--- src/rtl/if_pkg.sv ---
// ---------------------------------------------------------------------------
// if_pkg: shared types and constants for the instruction fetch stage.
//   fetch_state_t     - request FSM states
//   fetch_entry_t     - {pc, instr} pair carried by IF/ID and the skid buffer
//   NOP_INSTR_DEFAULT - bubble instruction word
//   PC_INC            - sequential PC step
// ---------------------------------------------------------------------------
package if_pkg;

   typedef enum logic [1:0] {
      IDLE = 2'd0,
      REQ  = 2'd1,
      WAIT = 2'd2,
      DROP = 2'd3
   } fetch_state_t;

   typedef struct packed {
      logic [31:0] pc;
      logic [31:0] instr;
   } fetch_entry_t;

   localparam logic [31:0] NOP_INSTR_DEFAULT = 32'h0000_0000;
   localparam logic [31:0] PC_INC            = 32'd4;

endpackage

--- src/rtl/instruction_fetch_if.sv ---
// ---------------------------------------------------------------------------
// instruction_fetch_if: instruction memory req/gnt/rvalid bus.
//   imem_req    - fetch request valid (master -> slave)
//   imem_addr   - word-aligned fetch address (master -> slave)
//   imem_gnt    - request accepted this cycle (slave -> master)
//   imem_rvalid - response valid, at least one cycle after gnt (slave -> master)
//   imem_rdata  - fetched instruction (slave -> master)
// ---------------------------------------------------------------------------
interface instruction_fetch_if;
   logic        imem_req;
   logic [31:0] imem_addr;
   logic        imem_gnt;
   logic        imem_rvalid;
   logic [31:0] imem_rdata;

   modport master (
      output imem_req, imem_addr,
      input  imem_gnt, imem_rvalid, imem_rdata
   );

   modport slave (
      input  imem_req, imem_addr,
      output imem_gnt, imem_rvalid, imem_rdata
   );
endinterface

--- src/rtl/fetch_buffer.sv ---
// ---------------------------------------------------------------------------
// fetch_buffer: one-entry {pc, instr} skid register. Catches a response that
// arrives while IF/ID is held, and drains it once IF/ID loads again.
//   clk, rst_n - clock, async active-low reset
//   load_i     - capture entry_i (buffer must be empty)
//   drain_i    - entry consumed by IF/ID
//   clear_i    - discard contents (redirect/flush), wins over load/drain
//   entry_i    - incoming {pc, instr}
//   full_o     - buffer holds an entry
//   entry_o    - stored {pc, instr}
// ---------------------------------------------------------------------------
module fetch_buffer
   import if_pkg::*;
(
   input  logic         clk,
   input  logic         rst_n,
   input  logic         load_i,
   input  logic         drain_i,
   input  logic         clear_i,
   input  fetch_entry_t entry_i,
   output logic         full_o,
   output fetch_entry_t entry_o
);

   logic         full_q;
   fetch_entry_t entry_q;

   always_ff @(posedge clk or negedge rst_n) begin
      if (!rst_n) begin
         full_q  <= 1'b0;
         entry_q <= '0;
      end else if (clear_i) begin
         full_q  <= 1'b0;
      end else if (load_i) begin
         full_q  <= 1'b1;
         entry_q <= entry_i;
      end else if (drain_i) begin
         full_q  <= 1'b0;
      end
   end

   assign full_o  = full_q;
   assign entry_o = entry_q;

endmodule

--- src/rtl/instruction_fetch.sv ---
// ---------------------------------------------------------------------------
// instruction_fetch: IF pipeline stage. Owns the PC, issues one outstanding
// request at a time to instruction memory and feeds the IF/ID register.
//   clk, rst_n     - clock, async active-low reset
//   pc_src_i       - branch taken in ID, redirect to branch_pc_i
//   branch_pc_i    - redirect target, bits [1:0] ignored
//   flush_i        - invalidate IF/ID and the fetch buffer
//   en_pc_i        - PC advance enable (0 = load-use stall)
//   en_IF_i        - IF/ID load enable (0 = hold)
//   imem           - instruction memory bus (master side)
//   if_pc_o        - PC of the instruction in IF/ID
//   if_instr_o     - instruction in IF/ID
//   if_valid_o     - IF/ID holds a real instruction
// Optional (macro IF_PERF_CNT_EN):
//   fetch_cnt_o    - responses loaded into IF/ID or the buffer (saturating)
//   drop_cnt_o     - responses discarded by DROP or flush/redirect (saturating)
// ---------------------------------------------------------------------------
module instruction_fetch
   import if_pkg::*;
#(
   parameter logic [31:0] RESET_PC  = 32'h0000_0000,
   parameter logic [31:0] NOP_INSTR = NOP_INSTR_DEFAULT
) (
   input  logic                clk,
   input  logic                rst_n,
   input  logic                pc_src_i,
   input  logic [31:0]         branch_pc_i,
   input  logic                flush_i,
   input  logic                en_pc_i,
   input  logic                en_IF_i,
   instruction_fetch_if.master imem,
   output logic [31:0]         if_pc_o,
   output logic [31:0]         if_instr_o,
   output logic                if_valid_o
`ifdef IF_PERF_CNT_EN
   ,
   output logic [31:0]         fetch_cnt_o,
   output logic [31:0]         drop_cnt_o
`endif
);

   localparam logic [31:0] RESET_PC_AL = {RESET_PC[31:2], 2'b00};

   fetch_state_t state_q, state_d;
   logic         stale_q, stale_d;
   logic [31:0]  pc_q, pc_d;
   logic [31:0]  addr_q, addr_d;
   logic [31:0]  if_pc_q, if_pc_d;
   logic [31:0]  if_instr_q, if_instr_d;
   logic         if_valid_q, if_valid_d;

   logic         kill, rsp_wait, accept, can_issue;
   logic         buf_full, buf_load, buf_drain;
   fetch_entry_t buf_in, buf_out;
   logic         unused_bpc;

   assign unused_bpc = ^branch_pc_i[1:0];

   // Redirect and flush both clear IF/ID and the buffer, and both discard a
   // response arriving in the same cycle.
   assign kill     = pc_src_i | flush_i;
   assign rsp_wait = (state_q == WAIT) && imem.imem_rvalid;
   assign accept   = rsp_wait && !kill;

   assign buf_load  = accept && !en_IF_i;
   assign buf_drain = en_IF_i && buf_full && !kill;

   // Issue from IDLE unless fully stalled (a redirect still refetches), and
   // only if the buffer will have room after this edge.
   assign can_issue = (pc_src_i || en_pc_i || en_IF_i) &&
                      (!buf_full || en_IF_i || kill);

   assign buf_in.pc    = addr_q;
   assign buf_in.instr = imem.imem_rdata;

   fetch_buffer u_fetch_buffer (
      .clk     (clk),
      .rst_n   (rst_n),
      .load_i  (buf_load),
      .drain_i (buf_drain),
      .clear_i (kill),
      .entry_i (buf_in),
      .full_o  (buf_full),
      .entry_o (buf_out)
   );

   // ---------------- FSM: state register ----------------
   always_ff @(posedge clk or negedge rst_n) begin
      if (!rst_n) begin
         state_q <= IDLE;
         stale_q <= 1'b0;
      end else begin
         state_q <= state_d;
         stale_q <= stale_d;
      end
   end

   // ---------------- FSM: next state ----------------
   // A redirect while the request is still waiting for gnt cannot retract it
   // (req must stay stable), so remember it and route the grant to DROP.
   always_comb begin
      state_d = state_q;
      stale_d = 1'b0;
      case (state_q)
         IDLE: if (can_issue) state_d = REQ;
         REQ: begin
            if (imem.imem_gnt) state_d = (stale_q || pc_src_i) ? DROP : WAIT;
            else               stale_d = stale_q || pc_src_i;
         end
         // rvalid with a redirect in the same cycle is dropped right here;
         // going to DROP would wait for a response that never comes.
         WAIT: begin
            if (imem.imem_rvalid) state_d = IDLE;
            else if (pc_src_i)    state_d = DROP;
         end
         DROP: if (imem.imem_rvalid) state_d = IDLE;
         default: state_d = IDLE;
      endcase
   end

   // ---------------- FSM: outputs ----------------
   always_comb begin
      imem.imem_req  = (state_q == REQ);
      imem.imem_addr = addr_q;
   end

   // ---------------- PC / address / IF-ID datapath ----------------
   always_comb begin
      pc_d = pc_q;
      if (pc_src_i)              pc_d = {branch_pc_i[31:2], 2'b00};
      else if (accept && en_pc_i) pc_d = pc_q + PC_INC;

      addr_d = ((state_q == IDLE) && can_issue) ? pc_d : addr_q;

      if_pc_d    = if_pc_q;
      if_instr_d = if_instr_q;
      if_valid_d = if_valid_q;
      if (kill) begin
         if_instr_d = NOP_INSTR;
         if_valid_d = 1'b0;
      end else if (en_IF_i) begin
         if (buf_full) begin
            if_pc_d    = buf_out.pc;
            if_instr_d = buf_out.instr;
            if_valid_d = 1'b1;
         end else if (accept) begin
            if_pc_d    = addr_q;
            if_instr_d = imem.imem_rdata;
            if_valid_d = 1'b1;
         end else begin
            // ID consumed the previous entry; nothing new, so insert a bubble.
            if_instr_d = NOP_INSTR;
            if_valid_d = 1'b0;
         end
      end
   end

   always_ff @(posedge clk or negedge rst_n) begin
      if (!rst_n) begin
         pc_q       <= RESET_PC_AL;
         addr_q     <= RESET_PC_AL;
         if_pc_q    <= '0;
         if_instr_q <= NOP_INSTR;
         if_valid_q <= 1'b0;
      end else begin
         pc_q       <= pc_d;
         addr_q     <= addr_d;
         if_pc_q    <= if_pc_d;
         if_instr_q <= if_instr_d;
         if_valid_q <= if_valid_d;
      end
   end

   assign if_pc_o    = if_pc_q;
   assign if_instr_o = if_instr_q;
   assign if_valid_o = if_valid_q;

`ifdef IF_PERF_CNT_EN
   logic        dropped;
   logic [31:0] fetch_cnt_q, drop_cnt_q;

   assign dropped = ((state_q == DROP) && imem.imem_rvalid) || (rsp_wait && kill);

   always_ff @(posedge clk or negedge rst_n) begin
      if (!rst_n) begin
         fetch_cnt_q <= '0;
         drop_cnt_q  <= '0;
      end else begin
         if (accept  && (fetch_cnt_q != '1)) fetch_cnt_q <= fetch_cnt_q + 32'd1;
         if (dropped && (drop_cnt_q  != '1)) drop_cnt_q  <= drop_cnt_q  + 32'd1;
      end
   end

   assign fetch_cnt_o = fetch_cnt_q;
   assign drop_cnt_o  = drop_cnt_q;
`endif

endmodule

--- src/flat_wrapper.sv ---
// flat-port wrapper written by rule: the top's interface ports become plain ports
module instruction_fetch_flat import if_pkg::*;
#(
   parameter logic [31:0] RESET_PC  = 32'h0000_0000,
   parameter logic [31:0] NOP_INSTR = NOP_INSTR_DEFAULT
)
  (clk, rst_n, pc_src_i, branch_pc_i, flush_i, en_pc_i, en_IF_i, if_pc_o, if_instr_o, if_valid_o, imem_imem_req, imem_imem_addr, imem_imem_gnt, imem_imem_rvalid, imem_imem_rdata);
  instruction_fetch_if imem_i ();
  input  logic clk;
  input  logic rst_n;
  input  logic pc_src_i;
  input  logic [31:0] branch_pc_i;
  input  logic flush_i;
  input  logic en_pc_i;
  input  logic en_IF_i;
  output logic [31:0] if_pc_o;
  output logic [31:0] if_instr_o;
  output logic if_valid_o;
  output wire logic [$bits(imem_i.imem_req)-1:0] imem_imem_req;
  output wire logic [$bits(imem_i.imem_addr)-1:0] imem_imem_addr;
  input wire logic [$bits(imem_i.imem_gnt)-1:0] imem_imem_gnt;
  input wire logic [$bits(imem_i.imem_rvalid)-1:0] imem_imem_rvalid;
  input wire logic [$bits(imem_i.imem_rdata)-1:0] imem_imem_rdata;
  assign imem_imem_req = imem_i.imem_req;
  assign imem_imem_addr = imem_i.imem_addr;
  assign imem_i.imem_gnt = imem_imem_gnt;
  assign imem_i.imem_rvalid = imem_imem_rvalid;
  assign imem_i.imem_rdata = imem_imem_rdata;
  instruction_fetch #(.RESET_PC(RESET_PC), .NOP_INSTR(NOP_INSTR)) u_core (.clk(clk), .rst_n(rst_n), .pc_src_i(pc_src_i), .branch_pc_i(branch_pc_i), .flush_i(flush_i), .en_pc_i(en_pc_i), .en_IF_i(en_IF_i), .imem(imem_i), .if_pc_o(if_pc_o), .if_instr_o(if_instr_o), .if_valid_o(if_valid_o));
endmodule
--- config.mk ---
export PLATFORM = sky130hd
export DESIGN_NAME = instruction_fetch_flat
export DESIGN_NICKNAME = d
export VERILOG_FILES = /design/src/rtl/if_pkg.sv /design/src/rtl/instruction_fetch_if.sv /design/src/rtl/fetch_buffer.sv /design/src/rtl/instruction_fetch.sv /design/src/flat_wrapper.sv
export SDC_FILE = /design/constraint.sdc
export NUM_CORES = 1
export LEC_CHECK = 0
export CORE_MARGIN = 2
export CORE_UTILIZATION = 45
export DETAILED_ROUTE_END_ITERATION = 8
export DONT_BUFFER_PORTS = 1
export GPL_ROUTABILITY_DRIVEN = 0
export SLEW_MARGIN = 20
export SYNTH_ARGS = -nofsm -noshare
export SYNTH_HDL_FRONTEND = slang
export SYNTH_SLANG_ARGS = --single-unit
--- constraint.sdc ---
create_clock -name clk -period 1.89 [get_ports clk]
set_input_delay 0.4725 -clock clk [delete_from_list [all_inputs] [get_ports clk]]
set_output_delay 0.4725 -clock clk [all_outputs]
set_load 0.02 [all_outputs]
==> run summary <==
==================================================================================
Switching Power                                                            4.59 mW
Register clock-pin slew on the reported worst setup and hold paths         0.07 ns
Max-Slew Margin vs Limit                                                     67.1%
Simple-Gate Fraction of Synth Area                                           13.5%
Number of nets in the final layout                                             886
Min Hold Slack                                                           -0.254 ns
Worst Path Class, Setup                                                 reg -> reg
Row count                                                                       51
Synthesized flop and latch total                                               197
Share of final-layout standard cells stronger than drive strength 1          23.5%
Clock network fraction of design power                                       26.7%
Sequential group share of total power                                        55.3%
Number of failing hold endpoints at the final stage                            197
Number of buffers inserted by port buffering                                     0
Clock tree buffer depth                                                          2
Number of cells in the finished layout apart from fillers                     1090
Crit end category                                                        flip-flop
CP required                                                                2.20 ns
Post-route fraction of the period consumed by the critical path              96.8%
Layout Area Growth over Synthesis                                            15.0%
Setup repair after global routing missed its margin                           true
Fin crit period                                                            1.83 ns
Number of buffers created by CTS                                                17
Final TNS setup                                                               0 ns
Ant. Diodes                                                                      0
Combinational family with the most area after synthesis               multiplexers
Arrival time at the worst endpoint                                         2.14 ns
Top achievable clock speed                                               0.547 GHz
Number of library cell types mapped by synthesis                                47
Average size of a mapped cell                                             11.1 µm²
Root buffer cell                                                         clkbuf_16
Dominant register cell in the synthesized netlist                          dfrtp_1
Global-route wire length before repair                                    32100 µm
Fillers                                                                       1714
Skew final                                                               0.0106 ns
Synth Area in XOR/XNOR                                                       2.36%
Number of warning messages in the yosys log                                      0
Worst min-delay path category                                          in -> async
Drt initial violations                                                         301
Initial cell density of the core                                             45.7%
Internal power contribution                                                8.67 mW
Post-route ant nets                                                              0
Fraction of power consumed by combinational cells                            17.9%
Dpl cells                                                                     1055
Register area                                                          0.00493 mm²
FFs w/ async S/R, synth                                                       100%
Area of the mapped netlist                                             0.00890 mm²
Syn nets                                                                       875
Die boundary width                                                          145 µm
Die area                                                                0.0209 mm²
Multi-input gate area                                                  0.00381 mm²
Clock tree from TritonCTS                                                      yes
Top-level I/O count                                                            170
Via count                                                                     6025
Crit-path max FO                                                                 7
Leakage dissipation                                                        4.41 nW
Sequential area share after synthesis                                        55.4%
Overall global routing resource usage                                        20.0%
Multiplexer share of the synthesized area                                    15.5%
Share of the synthesized area in compound gates (AO/OA/AOI/OAI)              9.88%
Core Util, Final                                                             52.6%
Number of global-route vias before repair                                     6072
Average detailed-routed wire length per instance                           19.2 µm
Total wire length                                                         21000 µm
EDFF count, synth                                                                0
Initial antenna violation count                                                  0
Area of the placeable core                                              0.0195 mm²
Max-slew violation total from the final report                                   0
Worst vdd rail ir drop                                                    0.759 mV
Number of remaining DRC errors                                                   0
Die Ht                                                                      145 µm
First-pass detailed-route iteration total                                        4
Maximum number of pins on one net before global-route repair                   198
Violations in the final reports                                        hold timing
Power density relative to cell area                                    1300 mW/mm²
Post-synthesis adder-cell area fraction                                     0.141%
H-Tree Depth                                                                     4
Clock Sink Count                                                               197
Critical path launch point type                                          flip-flop
Outcome                                                               complete, but fails checks
Final setup violation count                                                      0
Via-to-Cell Ratio                                                             5.53
Residual overflow from global routing                                            0
Detail Placement HPWL                                                     14300 µm
Max-Cap Viols                                                                    0
Transition time at the pin with the least slew margin                     0.493 ns
Share of total power consumed by net switching                               34.6%
Clock latency of the later-clocked register in the worst-skew pair         0.43 ns
Cells after synthesis                                                          802
Overall power of the completed layout                                      13.3 mW
==================================================================================
[cell usage after synthesis (2+ instances only)]
cell type / number / area [µm²]
dfrtp_1: 197 / 4930
a31oi_1: 2 / 12.5
nor3_1: 7 / 35.0
o21ai_0: 70 / 350
mux2_2: 91 / 1020
a211oi_1: 2 / 15.0
clkbuf_1: 39 / 146
nor2_1: 13 / 48.8
nand2_1: 133 / 499
nor2b_1: 2 / 12.5
nand2b_1: 2 / 12.5
buf_2: 11 / 55.1
buf_4: 2 / 15.0
o21a_1: 3 / 22.5
and2_1: 4 / 25.0
a22o_1: 34 / 298
buf_1: 3 / 11.3
nand4_2: 3 / 37.5
o31ai_1: 3 / 22.5
inv_1: 17 / 63.8
or3_1: 3 / 18.8
nand4_1: 11 / 68.8
xnor2_1: 21 / 184
o311ai_0: 13 / 114
and3_1: 4 / 25.0
nor4_1: 11 / 68.8
nor3_2: 2 / 20.0
mux2i_1: 34 / 340
xor2_1: 3 / 26.3
nor3b_1: 3 / 22.5
and4_1: 6 / 52.6
nand3_1: 38 / 190
[cell usage in the layout (no fill, tap or decap), types with 19 or more instances in the layout]
cell type	count
clkbuf_16	19
nand3_1	37
xnor2_1	21
mux2i_1	34
dfrtp_1	196
a22o_1	34
mux2_2	91
o21ai_1	21
o21ai_0	49
nand2_1	133
buf_4	33
[stage by stage]
stage	worst slack [ns]	area [µm²]
after CTS	0.0157	10100
final	0.0613	10200
after global routing	-0.0461	10200
after global placement	-0.0673	9490
after detailed placement	-0.0973	9490
after floorplan	-0.0237	8920
[power by group through the flow]
stage | clock [mW] | combinational [mW] | sequential, mW
detailed placement | 0 | 2.35 | 7.45
global route | 3.84 | 2.67 | 7.52
global placement | 0 | 2.25 | 7.38
finish | 3.54 | 2.38 | 7.34
CTS | 3.63 | 2.36 | 7.37
floorplan | 0 | 1.80 | 6.98
[final cells by class]
type / count / area share [%]
inverter: 18 / 0.660
tap: 265 / 3.24
multi-input combinational: 532 / 37.3
sequential: 197 / 48.2
timing repair buffer: 47 / 5.00
clock buffer: 19 / 4.42
clock inverter: 12 / 1.22
[layer usage]
| layer | GRT usage (%) | vias up | part of all wire [%] | wire (µm) |
|---|---|---|---|---|
| li1 | - | 2874 | - | - |
| met1 | 25.4 | 2980 | 43 | 8980 |
| met2 | 31.5 | 142 | 47 | 9800 |
| met3 | 8.06 | 29 | 8.4 | 1770 |
| met4 | 6.23 | 0 | 2.0 | 422 |
| met5 | 0 | - | 0 | 0 |
[flip-flops by register name, indices dropped and copies added, names as in the netlist, 2 cells and up]
signal	count
u_core.u_fetch_buffer.entry_o	64
u_core.if_instr_o	32
u_core.if_pc_o	32
u_core.imem.imem_addr	32
u_core.pc_q	32
u_core.state_q	2
[timing repair]
action / 4_1_cts / 5_1_grt
endpoints found under the hold margin: 197 / 197
buffers inserted: 0 / 2
setup endpoints to repair: 4 / 95
pin swaps: 0 / 1
resized for setup: 4 / 41
cloned: 0 / 2
[cell families (layout without fill, tap and decap cells)]
| family | count (synthesis) | in the layout |
|---|---|---|
| adder cells (fa/ha/maj) | 1 | 1 |
| AO/OA/AOI/OAI | 133 | 133 |
| XOR/XNOR | 24 | 24 |
| multiplexers | 126 | 126 |
| AND/OR/NAND/NOR | 248 | 248 |
| flip-flops | 197 | 197 |
| buffers and inverters | 73 | 96 |
[worst max-delay path, cell delays in order (launching register included)]
cell     delay, ns
dfrtp_1       0.41
buf_4         0.13
and2_2        0.22
nand4_4       0.20
nor4_1        0.38
xnor2_1       0.11
mux2_2        0.27
[path summary, 6_finish.rpt]
path	cells past startpoint	startpoint	endpoint	slack (ns)
max	6	u_core.pc_q[3]$_DFF_PN0_	u_core.pc_q[27]$_DFF_PN0_	0.06
min	0	rst_n	u_core.if_instr_o[27]$_DFFE_PN0P_	-0.25
max reg2reg	6	u_core.pc_q[3]$_DFF_PN0_	u_core.pc_q[27]$_DFF_PN0_	0.06
min reg2reg	1	u_core.u_fetch_buffer.entry_o[61]$_DFFE_PN0P_	u_core.u_fetch_buffer.entry_o[61]$_DFFE_PN0P_	0.51
max in group asynchronous	0	rst_n	u_core.imem.imem_addr[5]$_DFFE_PN0P_	1.90
min in group clk	1	imem_imem_gnt	u_core.stale_q$_DFF_PN0_	0.11
Power figures use the tool's default switching activity.
